**config.mk**
```make
export PLATFORM = sky130hd
export DESIGN_NAME = pic_return_stack
export DESIGN_NICKNAME = d
export VERILOG_FILES = /design/src/rtl/pic_return_stack.sv
export SDC_FILE = /design/constraint.sdc
export NUM_CORES = 1
export LEC_CHECK = 0
export ABC_AREA = 1
export CAP_MARGIN = 10
export CORE_MARGIN = 2
export CORE_UTILIZATION = 60
export DETAILED_ROUTE_END_ITERATION = 12
export PLACE_DENSITY = 0.82
export SYNTH_ARGS = -nofsm -noshare
export SYNTH_HDL_FRONTEND = slang
export SYNTH_SLANG_ARGS = --single-unit
```
**constraint.sdc**
```tcl
create_clock -name clk -period 7.1 [get_ports clk]
set_clock_uncertainty 0.15 [all_clocks]
set_input_delay 2.13 -clock clk [delete_from_list [all_inputs] [get_ports clk]]
set_output_delay 2.13 -clock clk [all_outputs]
set_load 0.005 [all_outputs]
```
**src/rtl/pic_return_stack.sv**
```systemverilog
// Parametrised return-address stack for the midrange core: CALL/interrupt pushes,
// RETURN/RETLW/RETFIE pops, with selectable wrap or saturate behaviour on faults.
module pic_return_stack #(
  parameter int WIDTH     = 13,
  parameter int DEPTH     = 8,
  parameter int WRAP_MODE = 1
) (
  input  logic                       clk,
  input  logic                       rst,
  input  logic                       push,
  input  logic                       pop,
  input  logic [WIDTH-1:0]           push_data,
  input  logic                       clr_flags,
  output logic [WIDTH-1:0]           top,
  output logic [$clog2(DEPTH+1)-1:0] count,
  output logic                       empty,
  output logic                       full,
  output logic                       overflow,
  output logic                       underflow
);

  localparam int AW   = $clog2(DEPTH);
  localparam int CW   = $clog2(DEPTH + 1);
  localparam bit WRAP = (WRAP_MODE != 0);

  logic [WIDTH-1:0] mem [DEPTH];
  logic [AW-1:0]    sp;
  logic [AW-1:0]    sp_m1;
  logic [AW-1:0]    sp_next;
  logic [AW-1:0]    wr_addr;
  logic             wr_en;
  logic [CW-1:0]    count_next;
  logic             ovf_set;
  logic             unf_set;

  assign sp_m1 = sp - AW'(1);
  assign top   = mem[sp_m1];
  assign empty = (count == '0);
  assign full  = (count == CW'(DEPTH));

  always_comb begin
    wr_en      = 1'b0;
    wr_addr    = sp;
    sp_next    = sp;
    count_next = count;
    ovf_set    = 1'b0;
    unf_set    = 1'b0;
    if (push && pop && !empty) begin
      // Simultaneous push+pop replaces the top entry in place.
      wr_en   = 1'b1;
      wr_addr = sp_m1;
    end else if (push) begin
      if (!full) begin
        wr_en      = 1'b1;
        sp_next    = sp + AW'(1);
        count_next = count + CW'(1);
      end else begin
        ovf_set = 1'b1;
        if (WRAP) begin
          wr_en   = 1'b1;
          sp_next = sp + AW'(1);
        end
      end
    end else if (pop) begin
      if (!empty) begin
        sp_next    = sp_m1;
        count_next = count - CW'(1);
      end else begin
        unf_set = 1'b1;
        if (WRAP) begin
          sp_next = sp_m1;
        end
      end
    end
  end

  always_ff @(posedge clk) begin
    if (!rst) begin
      sp        <= '0;
      count     <= '0;
      overflow  <= 1'b0;
      underflow <= 1'b0;
      for (int i = 0; i < DEPTH; i++) begin
        mem[i] <= '0;
      end
    end else begin
      if (wr_en) begin
        mem[wr_addr] <= push_data;
      end
      sp    <= sp_next;
      count <= count_next;
      // A fault in the same cycle as clr_flags keeps the flag set.
      overflow  <= ovf_set | (overflow & ~clr_flags);
      underflow <= unf_set | (underflow & ~clr_flags);
    end
  end

endmodule

```
# Yosys cells after proc, flatten, opt, wreduce, memory -nomap -nowiden
# Memory sizes are Yosys's and may differ from the RTL's.
# Index checks and enable logic that the tools add are counted.
# word_totals
register_bits	9
latchBits	0
ramBits	104
mem_bits_ro	0
inputBits	18
elab_cells	49
n_memories	1
# classes
add_sub_neg	4
multipliers	0
div	0
n_lt_le_gt_ge	0
eq_ne	3
n_shift	0
n_mux	23
n_bitwise	6
n_reduce_logical	8
# mem_list
memory	words	word_bits	read_ports	rd_clocked_by_memory_dff	write_ports	line	source
mem	8	13	1	0	8	26	logic [WIDTH-1:0] mem [DEPTH];
# op_table
op	count
$mux W4	4
$mux W1	14
$mux W13	1
$reduce_or A13 Y1	1
$mux W3	4
$add A4 B1 Y4 const B	1
$eq A4 B4 Y1 const B	1
$logic_not A4 Y1	1
$ne A2 B2 Y1 const B	2
$reduce_and A4 Y1	1
$sub A4 B1 Y4 const B	1
$add A3 B1 Y3 const B	1
$sub A3 B1 Y3 const B	1
$and A1 B1 Y1	2
$logic_and A1 B1 Y1	2
$not A1 Y1	2
$or A1 B1 Y1	2
$reduce_and A2 Y1	1
$reduce_bool A2 Y1	1
$logic_not A1 Y1	1

# Depth between registers and ports, before layout
# logic_depth
depth_word	9
ltp_mapped	11
ltp_nobuf	9

# Worst setup path after synthesis
# Ideal clock, no wire load.
# synth_path
kind	input port to flip-flop
start	input port push
end	memory mem[6][0] (enable)
setup_time_ps	401
t_arrival_ps	3826
t_required_ps	6549
slack_ps	2723
cell_stages	7
path_buffers	1
path_cell_list	buf_4 nand2_2 inv_4 nand2_8 o21ai_2 nand2_4 o21ai_0
# synth_lines
item	line	source
start: declaration	10	input logic push,
end: declaration	26	

# Final worst setup path
# layout_path
start	register sp[0]
end	output port top[3]
# layout_between
elab_chain_cells	2
# layout_lines
item	line	source
start: declaration	27	logic [AW-1:0] sp;
start signal: assignment	90	sp <= sp_next;
$sub A3 B1 Y3	36	assign sp_m1 = sp - AW'(1);
$mem_v2 Z8 W13	--	
end: declaration	14	output logic [WIDTH-1:0] top,
# No other way between the ends.

==> flow_metrics.py <==
metrics = {
    "worst_setup_path": {
        "path_class": "reg2out",
        "crit_required_ns": 4.82,
        "path_cells": "buf_4 -> inv_1 -> ha_1 -> inv_1 -> o21ai_0 -> o22ai_1 -> nand2_1 -> nand2_1 -> clkdlybuf4s50_1",
        "cp-end-kind": "primary output",
        "slowest_stage": "inv_1",
        "path_max_fanout": 55,
        "slowest_delay_ns": 0.66,
        "critPathArrivalTime_ns": 3.63,
        "cp-start-kind": "register",
    },
    "logic_synthesis": {
        "synth-seq-cells": 113,
        "yosysWarnings": 0,
        "synth_area_mm2": 0.00598,
        "ys_seq_area_share_pct": 55.2,
        "netlist_instances": 549,
        "yosysUniqueCellTypes": 33,
        "synth_fp_nets": 572,
        "synth.avg_cell_area_um2": 10.9,
    },
    "final_layout": {
        "design_area_mm2": 0.00692,
        "layout_common_cells": "edfxtp_1 (104), nor3_2 (81), nand2_1 (67), nor2_1 (63), o21ai_0 (57)",
        "fillers": 718,
        "antenna_cells": 0,
        "final_common_cell": "edfxtp_1",
        "area_growth_pct": 15.7,
        "fin_nets": 599,
        "drive_above_1_share_pct": 24.4,
    },
    "place": {
        "place_area_mm2": 0.00631,
        "portBuffers": 38,
        "gp_congestion": 0.827,
        "place_hpwl_mm": 8.29,
    },
    "timing": {
        "period_share_pct": 83.3,
        "rsz0062_at_grt": "false",
        "worstMarginPinSlew_ns": 0.884,
        "setup_viol": 0,
        "maxSlewHeadroom_pct": 41.0,
        "finalCriticalPeriod_ns": 5.91,
        "setup_tns_ns": 0,
        "hold_slack_ns": 0.317,
        "slew_viol_final": 0,
        "max_freq_mhz": 169,
        "hold_viol": 0,
    },
    "min_path": {
        "hp-class": "reg2reg",
    },
    "route": {
        "drc": 0,
        "drt_iter0_drc": 443,
        "ant_nets": 0,
        "via_count": 4283,
        "drtPass1Iterations": 6,
        "wl_per_cell_um": 19.4,
        "via_per_inst": 5.93,
        "wirelength_mm": 14.0,
    },
    "global_routing": {
        "grt_pass1_vias": 4246,
        "antenna_found_initial": 0,
        "grt_pass1_wl_mm": 22.3,
        "grt.total_usage_pct": 27.1,
        "use_met3_pct": 5.54,
        "grt_use_met1_pct": 34.4,
        "grt_max_degree": 56,
        "grt-busiest-layer": "met2",
        "use_met2_pct": 46.0,
        "gr-total-overflow": 0,
    },
    "power": {
        "clkPwrFrac_pct": 34.4,
        "p_sw_w": 0.000848,
        "intPower_w": 0.00164,
        "vdd.ir_drop.worst_mv": 0.214,
        "powerDensity_mw_per_mm2": 360,
        "p_seq_share_pct": 33.3,
        "pwr-share-comb_pct": 32.3,
        "switching_share_pct": 34.0,
        "power.leakage_nw": 2.39,
    },
    "clocking": {
        "post_cts_buffers": 0,
        "path_clk_slew_ns": 0.06,
        "clk_latency_ns": 0.52,
        "cts_hold_buf": 0,
        "cts_resized": 0,
        "clock-sinks": 113,
        "cts_tree": "built",
        "root_buffer": "clkbuf_8",
        "cts_made_buffers": 17,
        "clock_path_buffers": 2,
        "cts_max_level": 4,
    },
    "floorplanning": {
        "die_x_um": 104,
        "coreArea_mm2": 0.00973,
        "start_util_pct": 61.5,
        "ios": 39,
        "die_y_um": 104,
        "rows": 36,
        "dieArea_mm2": 0.0108,
    },
    "status": {
        "status": "finished, final reports clean",
    },
    "flow_run": {
        "maxCapViolations": 0,
    },
}
## layer usage
metal	share of wire [%]	wire length [um]
met1	40	5540
met2	52	7280
met3	6.5	910
met4	1.9	259
met5	0	0
## area by class of cell
class	count	area (um^2)	area share [%]
clock buffers	20	425	6.15
inverters	26	100	1.45
multi-input cells	368	2290	33.0
well taps	133	166	2.40
clock inverters	12	165	2.39
repair buffers	50	474	6.85
flip-flops and latches	113	3300	47.7
## flip-flops by register name, indices dropped and copies added, names as in the netlist
| name | count |
|---|---|
| mem | 104 |
| count | 4 |
| sp | 3 |
| overflow | 1 |
| underflow | 1 |
## power groups by stage
stage | logic, W | registers (W) | clock network [W]
after detailed placement | 0.000786 | 0.000843 | 0
after global placement | 0.000767 | 0.000840 | 0
after global routing | 0.000873 | 0.000837 | 0.000894
final | 0.000805 | 0.000830 | 0.000856
after floorplan | 0.000546 | 0.000833 | 0
after CTS | 0.000797 | 0.000831 | 0.000855
## stage by stage
stage          setup WS, ns  power [W]  cells  utilization, %
3_3_place_gp           1.72    0.00161    688            64.8
4_1_cts                1.28    0.00248    721            71.0
5_1_grt               0.986    0.00260    722            71.1
2_1_floorplan          2.72    0.00138    549               -
6_report               1.19    0.00249    722            71.1
3_5_place_dp           1.60    0.00163    689            64.9
## path summary, 6_finish.rpt
path / start / to / slack [ns] / cells after the start
worst max-delay path: sp[0] / top[3] / 1.19 / 9
worst min-delay path: overflow / overflow / 0.32 / 2
worst max register to register: sp[0] / mem[3][3] / 3.32 / 9
worst min register to register: overflow / overflow / 0.32 / 2
## Yosys cell counts, drive strengths merged
| cell | instances | area share (%) |
|---|---|---|
| or2 | 2 | 0.21 |
| inv | 13 | 0.86 |
| edfxtp | 104 | 52 |
| nor2 | 65 | 4.2 |
| buf | 29 | 4.1 |
| and2 | 1 | 0.10 |
| o21ai | 67 | 5.9 |
| clkinv | 13 | 0.82 |
| o22ai | 26 | 2.7 |
| nor3 | 105 | 16 |
| clkbuf | 13 | 0.82 |
| xnor2 | 3 | 0.57 |
| nand2 | 79 | 6.2 |
| xor2 | 1 | 0.27 |
| nand3 | 9 | 0.84 |
| fa | 1 | 0.33 |
| a21oi | 5 | 0.42 |
| dfxtp | 9 | 3.0 |
| ha | 4 | 0.84 |
## cells by family (layout without fill, tap and decap cells)
family | Yosys count | in the layout | share of synthesized area (%)
AOI/OAI and AO/OA | 98 | 98 | 9.00
xor gates and xnor gates | 4 | 4 | 0.837
adders and majority gates | 5 | 5 | 1.17
buffers and inverters | 68 | 108 | 6.63
DFF | 113 | 113 | 55.2
and+or+nand+nor | 261 | 261 | 27.1
## worst max-delay path, delay by kind of cell (launching register included)
kind | cells | cell delay, ns
compound gates | 2 | 0.46
fa+ha+maj | 1 | 0.34
buf+inv | 4 | 1.75
flops | 1 | 0.31
simple gates | 2 | 0.24
(Power assumes the default switching activity.)
